File: config.mk
export PLATFORM = sky130hd
export DESIGN_NAME = fsm_start_seq
export DESIGN_NICKNAME = d
export VERILOG_FILES = /design/src/rtl/fsm_start_seq.sv
export SDC_FILE = /design/constraint.sdc
export NUM_CORES = 1
export LEC_CHECK = 0
export ABC_CLOCK_PERIOD_IN_PS = 2700
export CAP_MARGIN = 20
export CORE_UTILIZATION = 50
export DETAILED_ROUTE_END_ITERATION = 10
export PLACE_DENSITY = 0.77
export SLEW_MARGIN = 5
export SYNTH_ARGS = -nofsm -noshare
export SYNTH_HDL_FRONTEND = slang
export SYNTH_SLANG_ARGS = --single-unit
export TNS_END_PERCENT = 10
File: constraint.sdc
create_clock -name clk -period 2.7 [get_ports clk]
set_input_delay 0.54 -clock clk [delete_from_list [all_inputs] [get_ports clk]]
set_output_delay 0.54 -clock clk [all_outputs]
set_load 0.01 [all_outputs]
File: src/rtl/fsm_start_seq.sv
// Start sequencer: pulses start[i] for each downstream stage in order, waiting for done[i] before moving on.
// Define FSM_START_SEQ_TIMEOUT_EN to add a per-stage done-wait timeout that lands in ERROR.
module fsm_start_seq #(
    parameter int NUM_STAGES     = 3,
    parameter int START_DELAY    = 0,
    parameter int TIMEOUT_CYCLES = 1024,
    localparam int IW            = (NUM_STAGES > 1) ? $clog2(NUM_STAGES) : 1
) (
    input  logic                  clk,
    input  logic                  rst_n,
    input  logic                  restart,
    input  logic [NUM_STAGES-1:0] done,
    output logic [NUM_STAGES-1:0] start,
    output logic [IW-1:0]         stage_idx,
    output logic                  busy,
    output logic                  all_done,
    output logic                  error
);

    typedef enum logic [2:0] {
        S_DELAY    = 3'd0,
        S_PULSE    = 3'd1,
        S_WAIT     = 3'd2,
        S_FINISHED = 3'd3,
        S_ERROR    = 3'd4
    } state_e;

    state_e                  state_q, state_d;
    logic [IW-1:0]           idx_q, idx_d;
    logic [7:0]              dly_q, dly_d;
    logic [NUM_STAGES-1:0]   start_q, start_d;
    logic                    busy_q, busy_d;
    logic                    all_done_q, all_done_d;
    logic                    done_sel;
`ifdef FSM_START_SEQ_TIMEOUT_EN
    logic [15:0]             to_q, to_d;
    logic                    error_q, error_d;
`endif

    // Only the done bit of the stage currently being waited on matters.
    always_comb begin
        done_sel = 1'b0;
        for (int i = 0; i < NUM_STAGES; i++) begin
            if (idx_q == IW'(i)) begin
                done_sel = done_sel | done[i];
            end
        end
    end

    always_ff @(posedge clk or negedge rst_n) begin
        if (!rst_n) begin
            state_q    <= S_DELAY;
            idx_q      <= '0;
            dly_q      <= '0;
            start_q    <= '0;
            busy_q     <= 1'b1;
            all_done_q <= 1'b0;
`ifdef FSM_START_SEQ_TIMEOUT_EN
            to_q       <= '0;
            error_q    <= 1'b0;
`endif
        end else begin
            state_q    <= state_d;
            idx_q      <= idx_d;
            dly_q      <= dly_d;
            start_q    <= start_d;
            busy_q     <= busy_d;
            all_done_q <= all_done_d;
`ifdef FSM_START_SEQ_TIMEOUT_EN
            to_q       <= to_d;
            error_q    <= error_d;
`endif
        end
    end

    always_comb begin
        state_d = state_q;
        idx_d   = idx_q;
        dly_d   = dly_q;
`ifdef FSM_START_SEQ_TIMEOUT_EN
        to_d    = to_q;
`endif
        case (state_q)
            S_DELAY: begin
                if (dly_q == 8'(START_DELAY)) begin
                    state_d = S_PULSE;
                end else begin
                    dly_d = dly_q + 8'd1;
                end
            end
            S_PULSE: begin
                state_d = S_WAIT;
`ifdef FSM_START_SEQ_TIMEOUT_EN
                to_d    = '0;
`endif
            end
            S_WAIT: begin
                if (done_sel) begin
                    if (idx_q == IW'(NUM_STAGES - 1)) begin
                        state_d = S_FINISHED;
                    end else begin
                        idx_d   = idx_q + IW'(1);
                        state_d = S_PULSE;
                    end
                end
`ifdef FSM_START_SEQ_TIMEOUT_EN
                else if (to_q == 16'(TIMEOUT_CYCLES - 1)) begin
                    state_d = S_ERROR;
                end else begin
                    to_d = to_q + 16'd1;
                end
`endif
            end
            S_FINISHED, S_ERROR: begin
                if (restart) begin
                    state_d = S_DELAY;
                    idx_d   = '0;
                    dly_d   = '0;
                end
            end
            default: begin
                state_d = S_DELAY;
                idx_d   = '0;
                dly_d   = '0;
            end
        endcase
    end

    // Outputs are decoded from the next state so they register in step with it.
    always_comb begin
        start_d = '0;
        for (int i = 0; i < NUM_STAGES; i++) begin
            start_d[i] = (state_d == S_PULSE) && (idx_d == IW'(i));
        end
        busy_d     = (state_d == S_DELAY) || (state_d == S_PULSE) || (state_d == S_WAIT);
        all_done_d = (state_d == S_FINISHED);
`ifdef FSM_START_SEQ_TIMEOUT_EN
        error_d    = (state_d == S_ERROR);
`endif
    end

    assign start     = start_q;
    assign stage_idx = idx_q;
    assign busy      = busy_q;
    assign all_done  = all_done_q;
`ifdef FSM_START_SEQ_TIMEOUT_EN
    assign error     = error_q;
`else
    assign error     = 1'b0;
`endif

endmodule

* After elaboration in Yosys (flattened, before gate mapping)
Index checks and enable logic that the tools add are counted.
Word-level totals: output and inout port bits 8, word-level logic and storage cells 53, input port bits 6, register bits after elaboration 18
Operators by class: equality and inequality tests 13, multiplexer cells 15, reduce and logical (&&, ||, !) cells 14, bitwise gates (word level) 3, add/sub/neg operators 2
Operators with widths (number):
- $pmux 8 s3 | 1
- $mux 8 | 2
- $eq 3x2->1 const B | 4
- $pmux 3 s4 | 1
- $mux 3 | 3
- $add 8x1->8 const B | 1
- $logic_not 8->1 | 1
- $mux 2 | 4
- $eq 3x1->1 const B | 2
- $logic_not 3->1 | 2
- $pmux 2 s3 | 1
- $reduce_or 2->1 | 3
- $eq 2x1->1 const B | 2
- $eq 2x2->1 const B | 2
- $logic_not 2->1 | 2
- $ne 2x2->1 const B | 2
- $eq 3x3->1 const B | 1
- $logic_and 1x1->1 | 3
- $mux 1 | 3
- $reduce_and 3->1 | 1
- $add 2x1->2 const B | 1
- $logic_or 1x1->1 | 2
- $or 1x1->1 | 2
- $not 1->1 | 1

* Longest topological paths before layout
Gate-level depths: netlist (run 1).
depth in word-level cells 11, mapped depth 7, mapped depth without buffers 7

* Least setup slack after synthesis (run 1)
Ideal clock, no wire load.
path type flip-flop to flip-flop, from register idx_q[0], in the netlist stage_idx[0], to register start_q[1], in the netlist start[1], slack 0.920 ns, period minus slack after synthesis 1.780 ns, required time 2.562 ns, data arrival time 1.643 ns, library setup time 0.138 ns, path buffers 0, cell stages (with the launch flop) 7, cell sequence dfrtp_1 > inv_1 > ha_1 > a222oi_1 > nor3_1 > a221o_1 > nor3b_1
On the way: word-level cells in the longest chain between the ends 10, elaborated cells on any way between the ends 19, those cells by class 1 x add/sub; 4 x eq/ne; 10 x mux; 2 x bitwise; 2 x reduce/logical
RTL lines:
- start, declared | RTL line 29 | logic [IW-1:0] idx_q, idx_d;
- start signal, assigned | RTL line 64 | idx_q <= idx_d;
- $logic_not 2->1 | RTL line 44 | if (idx_q == IW'(i)) begin
- $mux 1 | RTL line 44
- $or 1x1->1 | RTL line 45 | done_sel = done_sel | done[i];
- $mux 1 | RTL line 44
- $or 1x1->1 | RTL line 45
- $mux 1 | RTL line 44
- $mux 2 | RTL line 98 | if (done_sel) begin
- $pmux 2 s3 (*) | RTL line 83 | case (state_q)
- via idx_d[0] | RTL line 29
- $eq 2x1->1 (*) | RTL line 133 | start_d[i] = (state_d == S_PULSE) && (idx_d == IW'(i));
- $logic_and 1x1->1 (*) | RTL line 133
- via start_d[1] | RTL line 31 | logic [NUM_STAGES-1:0] start_q, start_d;
- end signal, assigned | RTL line 66 | start_q <= start_d;
- end, declared | RTL line 31
Mark *: on every way through the listed nets, which the timed path passes. The rest lies on a longest branch. A chain may end at the register's enable or synchronous reset.

* Final worst setup path (run 1)
from register idx_q[0], in the netlist stage_idx[0], to register start_q[1], in the netlist start[1]
On the way: word-level cells in the longest chain between the ends 10, elaborated cells on any way between the ends 19, those cells by class 1 x add/sub; 4 x eq/ne; 10 x mux; 2 x bitwise; 2 x reduce/logical
RTL lines (RTL line):
- $logic_not 2->1 | 44
- $mux 1 | 44
- $or 1x1->1 | 45
- $mux 1 | 44
- $or 1x1->1 | 45
- $mux 1 | 44
- $mux 2 (*) | 98
- $pmux 2 s3 (*) | 83
- via idx_d[1] | 29
- $eq 2x1->1 (*) | 133
- $logic_and 1x1->1 (*) | 133
- via start_d[1] | 31
Marks and branches as above.

==> metrics.md, run 1 <==
| Metric | Value |
|---|---|
| Startpoint types | `register` |
| Mean Syn Cell Area | `10.3 um2` |
| Data required time at the worst endpoint | `between 2 and 3 ns` |
| Post-route minimum period | `1.89 ns` |
| CTS root buf | `clkbuf_4` |
| Proportion of power drawn by the clock network | `14.4%` |
| Final WS setup | `0.811 ns` |
| Part of the total power dissipated in combinational logic | `44.5%` |
| Total wire length after detailed routing | `~1900 um` |
| Final HPWL DP | `1400 um` |
| Commonest cells post-synth | `dfrtp_1, nor2_1, ha_1, nor3_1, inv_1` |
| DR vias/cell | `~5.5` |
| Later-pin clock latency in the skew report | `0.29 ns` |
| Data arrival at the endpoint of the critical path | `2.09 ns` |
| TritonCTS sink count | `18` |
| Buffer levels on the longest clock path | `2` |
| Pin count of the biggest net entering global routing | `19` |
| Combined global-route utilization of all metal layers | `19.1%` |
| Largest driver fanout on the critical path | `4` |
| Total power divided by cell area | `around 800 nW/um2` |
| Pre-CTS setup slack | `0.535 ns` |
| Iteration-0 DRC count of the detailed router | `18` |
| Status | `finished clean` |
| Worst-Margin Slew | `0.799 ns` |
| Count of unresolved DRC violations after routing | `0` |
| End-of-flow core utilization | `61.0%` |
| GRT overflow | `0` |
| Number of synthesized flops with an enable pin | `0` |
| Final cycle utilization of the critical path | `70.0%` |
| Placeable core region | `1960 um2` |
| Fin Setup TNS | `0 ns` |
| Antenna Cells | `0` |
| Synth Flop Type | `dfrtp_1` |
| Max rail drop VDD | `0.497 mV` |
| Fraction of post-synthesis cell area in the top cell type by area | `40.6%` |
| Area after DPL | `1170 um2` |
| Register area | `452 um2` |
| Final setup violating endpoints | `0` |
| Hold bufs inserted after CTS | `0` |
| Cell types occupying the most area after synthesis | `dfrtp_1, ha_1, nor2_1, xnor2_1, a221o_1` |
| Cell Int Power | `0.000573 W` |
| Number of failing hold endpoints at the final stage | `0` |
| Leakage power figure | `0.503 nW` |
| Area used by multi-input combinational logic | `around 540 um2` |
| Number of I/O pins | `14` |
| Total of fill cells in the finished design | `between 150 and 200` |
| Switching pwr | `about 0.00037 W` |
| Vertical die dimension | `47.8 um` |
| Number of gates resized after CTS | `0` |
| FP Rows | `16` |
| Area overhead of the layout relative to synthesis | `14.2%` |
| Area of the mapped netlist | `1050 um2` |
| Antenna-violating nets left | `0` |
| Wire length of the first global-routing pass | `3030 um` |
| Via count of the first global-routing pass | `730` |
| Final setup skew | `0.00728 ns` |
| Number of pins exceeding their max-slew limit in the final report | `0` |
| Proportion of register bits with asynchronous set or reset after synthesis | `between 90% and 100%` |
| Category of the critical setup timing path | `reg -> reg` |
| Floorplan die width | `47.8 um` |
| Number of buffers inserted by post-CTS setup repair | `0` |
| Count of unique library cells instantiated by Yosys | `between 40 and 50` |
| Post-Syn Nets | `114` |
| Clock transition at the registers of the reported paths | `0.10 ns` |
| Count of synthesis-stage warnings from yosys | `0` |
| DR pass1 iterations | `4` |
| Total number of vias | `782` |
| Final nets | `127` |
| Share of final-layout standard cells stronger than drive strength 1 | `12.3%` |
| Endpoint type of the worst setup path | `register` |
| Gate count after technology mapping | `a little over 100` |
| CTS HTree Levels | `1` |
| Switching power as a share of total power | `39.1%` |
| Max capacitance violation total | `0` |
| Clock tree from TritonCTS | `done` |
| Leading cell type by number of instances after synthesis | `dfrtp_1` |
| Starting Density | `53.4%` |
| Worst max-slew margin expressed relative to the limit | `46.6%` |
| Placer's final routability congestion estimate | `0.816` |
| Inserted Clock Buffers | `3` |
| Antenna violations before repair | `0` |
| Avg WL per Cell | `13.3 um` |
| Die Area | `2280 um2` |
| # port buffers | `12` |
| Highest achievable clock rate | `529 MHz` |
| RSZ-0062 raised after global routing | `no` |
| Number of flip-flops and latches in the synthesized netlist | `18` |
| Total non-filler cell area in the finished layout | `between 1000 and 1500 um2` |
| Share of the yosys chip area belonging to registers | `between 40% and 50%` |
| Post-synth top area cell | `dfrtp_1` |
| Min-Delay Path Class | `reg -> reg` |
| Seq pwr share | `between 40% and 50%` |
state kept, by name, summed over array words and instances (netlist names):
| name | count |
|---|---|
| start | 3 |
| busy | 1 |
| all_done | 1 |
| stage_idx | 2 |
| state_q | 3 |
| dly_q | 8 |
worst max-delay path: stages (launching register included):
cell and delay [ns]:
dfrtp_1 0.40, inv_1 0.11, ha_1 0.22, a222oi_1 0.37, nor3_1 0.12, a221o_1 0.36, nor3b_1 0.22
stage by stage:
| step | std cells | power [W] | hold WS [ns] |
|---|---|---|---|
| after floorplan | 102 | 0.000693 | 0.244 |
| after global placement | 137 | 0.000798 | 0.531 |
| after detailed placement | 137 | 0.000810 | 0.555 |
| after CTS | 141 | 0.000948 | 0.580 |
| after global routing | 141 | 0.00102 | 0.605 |
| final | 141 | 0.000942 | 0.574 |
placed cells by master, fill, tap and decap left out, types with 2 or more instances in the layout:
master / synthesis / layout
nand2_1: 3 / 3
dfrtp_1: 17 / 17
inv_1: 5 / 5
xnor2_1: 4 / 4
clkdlybuf4s50_1: 0 / 12
a221o_1: 3 / 3
a21oi_1: 4 / 4
ha_1: 6 / 6
xor2_1: 2 / 2
clkbuf_4: 0 / 3
o21ai_1: 2 / 2
nand3_1: 3 / 3
nor3b_1: 2 / 2
nor3_1: 6 / 6
nor4_2: 2 / 2
nor2_1: 13 / 13
final timing paths:
path,from,to,slack [ns],depth (start not counted)
max in group asynchronous,rst_n,stage_idx[1],1.49,1
worst min-delay path,dly_q[1],dly_q[1],0.57,1
worst min register to register,dly_q[1],dly_q[1],0.57,1
worst max-delay path,stage_idx[0],start[1],0.81,6
min in group asynchronous,rst_n,state_q[0],0.71,1
worst max register to register,stage_idx[0],start[1],0.81,6
layer usage:
layer | vias up | GRT usage (%) | routed length (um)
li1 | 385 | - | -
met2 | 13 | 31.9 | 925
met1 | 380 | 23.5 | 873
met5 | - | 0 | 0
met3 | 4 | 4.15 | 41
met4 | 0 | 8.89 | 30
layout make-up:
type	count	area share, %
Multi-Input combinational cell	74	45.3
Tap cell	27	2.82
Inverter	6	1.88
Clock buffer	4	2.20
Sequential cell	18	37.8
Timing Repair Buffer	12	10.0
kinds of logic (layout without fill, tap and decap cells):
family                   count (synthesis)  after routing  share of synthesized area (%)
AND/OR/NAND/NOR                         38             38                           20.9
AO/OA/AOI/OAI                           21             21                           16.1
flip-flops                              18             18                           43.1
buffers and inverters                   10             22                           5.14
adder cells (fa/ha/maj)                  6              6                           7.17
XOR/XNOR                                 6              6                           5.02
multiplexers                             2              2                           2.15
other                                    1              1                          0.358
power by group through the flow:
stage / combinational (W) / clock [W] / sequential, W
6_report: 0.000419 / 0.000136 / 0.000387
5_1_grt: 0.000469 / 0.000150 / 0.000398
4_1_cts: 0.000419 / 0.000142 / 0.000387
3_5_place_dp: 0.000416 / 0 / 0.000393
3_3_place_gp: 0.000405 / 0 / 0.000393
2_1_floorplan: 0.000325 / 0 / 0.000368
(Power assumes the default switching activity.)
==> run 2: changes to the inputs <==
- ABC_CLOCK_PERIOD_IN_PS: 2700 -> 1570
- CORE_UTILIZATION: 50 -> 48
- clock period: 2.7 -> 1.57 ns (I/O delays scaled with it)
==> run 2 against run 1 <==
  * Flip-flop and latch count did not move
  * Utilization rose by 13 points
  * Non-clock buffer count rose by 21
  * Fmax rose by 0.74%
  * Clock skew fell by 0.0034 ns
  * Cell area rose by 24%
  * Highest routed layer unchanged
  * Routed wire length rose by 48%
  * Clock power rose by 120%
  * First-iteration DRC count rose by 100%
  * The flow now finishes with violations (negative setup slack)
  * Die area rose by 4.0%
==> metrics.md, run 2 (synthesis gave the netlist of run 1 again) <==
| Metric | Value |
|---|---|
| Area used by multi-input combinational logic | `656 um2` |
| Number of pins exceeding their max-slew limit in the final report | `0` |
| Final setup skew | `0.00383 ns` |
| CTS HTree Levels | `1` |
| Hold bufs inserted after CTS | `0` |
| Depth of the worst register-to-register path | `7` |
| TritonCTS sink count | `18` |
| Wire length of the first global-routing pass | `between 4000 and 5000 um` |
| DR pass1 iterations | `4` |
| Min-Delay Path Class | `in -> async` |
| Antenna Cells | `0` |
| Status | `complete, but fails checks` |
| Data required time at the worst endpoint | `1.79 ns` |
| Via count of the first global-routing pass | `919` |
| Floorplan die width | `48.7 um` |
| Final setup violating endpoints | `10` |
| Master of the slowest instance on the critical path | `dfrtp_1` |
| Area overhead of the layout relative to synthesis | `41.3%` |
| Highest achievable clock rate | `533 MHz` |
| RSZ-0062 raised after global routing | `yes` |
| Topmost layer with routed signal wires | `met4` |
| Total of fill cells in the finished design | `140` |
| Max rail drop VDD | `0.994 mV` |
| Leakage power figure | `about 0.65 nW` |
| Number of I/O pins | `14` |
| Share of final-layout standard cells stronger than drive strength 1 | `39.3%` |
| Antenna-violating nets left | `0` |
| Avg WL per Cell | `17.1 um` |
| Register with the most flip-flops | `dly_q` |
| Total power divided by cell area | `1450 nW/um2` |
| Placer's final routability congestion estimate | `0.852` |
| Violated checks | `negative setup slack` |
| Die Area | `2370 um2` |
| Placed Cells incl. Taps | `~160` |
| Combined global-route utilization of all metal layers | `a little under a quarter` |
| Length of routed met2 wiring | `1460 um` |
| Delay of the slowest critical-path stage | `0.43 ns` |
| Category of the critical setup timing path | `reg -> reg` |
| Later-pin clock latency in the skew report | `0.30 ns` |
| Final cycle utilization of the critical path | `119%` |
| Clock transition at the registers of the reported paths | `0.11 ns` |
| Total wire length after detailed routing | `2760 um` |
| Vertical die dimension | `48.7 um` |
| Post-route minimum period | `1.88 ns` |
| FP Rows | `16` |
| Placeable core region | `2000 um2` |
| Antenna violations before repair | `0` |
| Buffer levels on the longest clock path | `2` |
| Max capacitance violation total | `0` |
| Number of failing hold endpoints at the final stage | `0` |
| Inserted Clock Buffers | `3` |
| Count of unresolved DRC violations after routing | `0` |
| Most frequent standard cell in the layout excluding fill and tap cells | `buf_4` |
| DR vias/cell | `approximately 6` |
| Endpoint type of the worst setup path | `register` |
| Total number of vias | `945` |
| Hold WS | `0.263 ns` |
| Final nets | `approximately 150` |
| Iteration-0 DRC count of the detailed router | `36` |
| Final WS setup | `-0.305 ns` |
| Register area | `452 um2` |
| # port buffers | `12` |
| Pin count of the biggest net entering global routing | `13` |
| GRT overflow | `0` |
| Data arrival at the endpoint of the critical path | `2.09 ns` |
| Worst path cell trace | `inv_2 > ha_4 > a222oi_1 > a21boi_1 > nor3_1 > a221o_1 > nor3b_2` |
| Fin Setup TNS | `-1.50 ns` |
| Flip-flop count of the largest register after layout | `8` |
| Largest driver fanout on the critical path | `4` |
| Startpoint types | `register` |
| Count of placed standard cells in the final layout, fillers left out | `162` |
| Highest-count cells in the layout ignoring fill and taps | `buf_4, dfrtp_1, nor2_1, clkdlybuf4s50_1, nor3_1` |
| Starting Density | `52.3%` |
| Final HPWL DP | `approximately 1800 um` |
| CTS root buf | `clkbuf_4` |
| Metal-1 WL | `1090 um` |
| Clock tree from TritonCTS | `done` |
| Routed length on met3 | `143 um` |
[run 2: changes by cell type in the layout (fill, tap and decap cells not counted), sizes merged]
| cell | previous run | this run |
|---|---|---|
| buf | 0 | 22 |
| dlygate4sd2 | 0 | 2 |
| clkdlybuf4s50 | 12 | 9 |
[run 2: worst paths after layout]
path                              startpoint           end  slack, ns
worst max-delay path            stage_idx[1]      start[1]      -0.31
worst min-delay path                   rst_n      dly_q[7]       0.26
worst max register to register  stage_idx[1]      start[1]      -0.31
worst min register to register      dly_q[1]      dly_q[1]       0.57
max in group asynchronous              rst_n  stage_idx[1]       0.82
min in group clk                    dly_q[1]      dly_q[1]       0.57
[run 2: through the flow]
step / setup slack [ns] / area (um2) / power (W) / utilization (%)
after CTS: -0.291 / 1400 / 0.00199 / 70.1
after global placement: -0.320 / 1330 / 0.00158 / 66.4
after detailed placement: -0.429 / 1330 / 0.00163 / 66.4
after floorplan: -0.190 / 1060 / 0.00121 / -
after global routing: -0.456 / 1480 / 0.00226 / 73.9
final: -0.305 / 1480 / 0.00215 / 73.9
[run 2: cell type report]
| class | instances | share of cell area, % |
|---|---|---|
| multi-input cells | 74 | 44.3 |
| flip-flops and latches | 18 | 30.5 |
| repair buffers | 33 | 18.9 |
| clock buffers | 4 | 2.45 |
| well taps | 27 | 2.28 |
| inverters | 6 | 1.52 |
[run 2: routing by layer]
| metal | GRT usage, % | vias up |
|---|---|---|
| li1 | - | 430 |
| met1 | 28.9 | 473 |
| met2 | 42.1 | 34 |
| met3 | 2.20 | 8 |
| met4 | 9.31 | 0 |
| met5 | 0 | - |
[run 2: what timing repair did]
| action | CTS | global route |
|---|---|---|
| setup buffers | 2 | 0 |
| pin swaps | 2 | 6 |
| resized for setup | 7 | 15 |
| setup endpoints to repair | 12 | 15 |
[run 2: worst max-delay path, delay by kind of cell, from the launching register on]
kind	cells	cell delay (ns)
buffers and inverters	1	0.09
AND/OR/NAND/NOR	2	0.38
AO/OA/AOI/OAI	3	0.73
flip-flops	1	0.43
adder cells (fa/ha/maj)	1	0.16
[run 2: power by group]
group / leakage, nW / switching (W) / internal, W
Clock: 0.0210 / 0.000161 / 0.000142
Combinational: 0.385 / 0.000661 / 0.000575
Sequential: 0.240 / 0.0000546 / 0.000556
Total: 0.646 / 0.000876 / 0.00127
==> RTL change: new RTL, config.mk and constraints of run 1 <==
Encoding of `state_e`: now one-hot (5 bits for 5 states).
--- a/src/rtl/fsm_start_seq.sv
+++ b/src/rtl/fsm_start_seq.sv
@@ -18,10 +18,10 @@
 );
 
-    typedef enum logic [2:0] {
-        S_DELAY    = 3'd0,
-        S_PULSE    = 3'd1,
-        S_WAIT     = 3'd2,
-        S_FINISHED = 3'd3,
-        S_ERROR    = 3'd4
+    typedef enum logic [4:0] {
+        S_DELAY    = 5'b00001,
+        S_PULSE    = 5'b00010,
+        S_WAIT     = 5'b00100,
+        S_FINISHED = 5'b01000,
+        S_ERROR    = 5'b10000
     } state_e;
 
Function: same outputs for any inputs over 10 cycles, from zero or initial values and one cycle with rst_n low; not proved beyond that.
==> RTL change against run 1 <==
  * Maximum frequency fell by 10%
  * Sequential power grew 9.8%
  * Sequential cell count up 2
  * Worst setup slack got worse by 0.22 ns
  * Routed wire length grew 27%
  * Design area grew 12%
  * Clock skew shrank 0.0028 ns
  * Total power is 7.1% higher
  * Synthesized area is 11% higher
==> RTL change: results (changes against run 1) <==
* Outcome: finished, final reports clean
* GPL Wtd Cong at 0.902 (+11%)
* Final nets at 143 (+13%)
* Compound-cell area share of the yosys netlist at 14.3% (-1.9 points)
* Net count after synthesis at 127 (+11%)
* Post-synth top cells: dfrtp_1 (18), inv_1 (8), nand2_1 (8), nor2_1 (8), ha_1 (6)
* Synth cell types at 46 (+7.0%)
* DR WL met2 at 1150 um (+24%)
* Top delay family on crit path: simple AND/OR/NAND/NOR gates
* Signal inverters at 8 (+2)
* WL met1 at 1090 um (+24%)
* DR vias at 939 (+20%)
* ClkCell Share at 1.68% (-0.52 points)
* Placed cells at 154 (+12%)
* First-pass GRT wire length at 3940 um (+30%)
* M2 GR Usage at 35.6% (+3.7 points)
* Fin Hold WS at 0.534 ns (-0.0400 ns)
* Vias/cell at 5.98 (+7.8%)
* # clock sinks at 20 (+2)
* P_seq at 425 uW (+9.8%)
* Sequential Area at 503 um^2 (+11%)
* Vias in the first global route at 922 (+26%)
* Fill cells at 189 (+0.53%)
* HPWL Detailed at 1810 um (+29%)
* VDD IR-drop max at 0.000550 V (+11%)
* Mux share of post-synthesis cell area at 0.857% (-1.3 points)
* Crit-path slowest cell: a222oi_1
* Met3 Track Usage GR at 4.24% (+0.091 points)
* Layout cells sized above 1 at 13.2% (+0.90 points)
* Met3 wire len at 113 um (+180%)
* Pleak at 0.567 nW (+13%)
* Rows at 17 (+1)
* Largest net degree at the start of global routing at 21 (+2)
* Dominant cells by area after synthesis: dfrtp_1 (39%), ha_1 (6.4%), dfstp_2 (4.5%)
* Fraction of area in multi-input gates at 45.9% (+0.65 points)
* DP Worst Slack at 0.322 ns (-0.213 ns)
* Post-Synth XOR/XNOR Area at 3.00% (-2.0 points)
* Fmax at 474 MHz (-10%)
* Initial DRC Count at 22 (+4)
* Number of non-clock buffers at 14 (+2)
* Critical path's largest stage delay at 0.49 ns (+0.09 ns)
RTL change: cell count changes after synthesis, moves of 3 or more:
cell,delta
a221o_1,-3
inv_1,+3
nand2_1,+5
nor2_1,-5
o21ai_0,+4
o31ai_1,+4
or4_1,+3
xnor2_1,-3
RTL change: worst paths after layout:
kind,startpoint,endpoint,depth (start not counted)
worst max register to register,stage_idx[0]$_DFF_PN0_,start[0]$_DFF_PN0_,6
worst min register to register,dly_q[0]$_DFFE_PN0P_,dly_q[0]$_DFFE_PN0P_,1
max in group asynchronous,rst_n,state_q[0]$_DFF_PN1_,2
min in group asynchronous,rst_n,state_q[3]$_DFF_PN0_,2
worst min-delay path,dly_q[0]$_DFFE_PN0P_,dly_q[0]$_DFFE_PN0P_,1
worst max-delay path,stage_idx[0]$_DFF_PN0_,start[0]$_DFF_PN0_,6
RTL change: metrics by stage:
stage	utilization (%)	total power, mW
finish	60.7	1.01
detailed placement	59.7	0.865
global placement	59.7	0.855
global route	60.7	1.08
CTS	60.7	1.01
floorplan	-	0.713
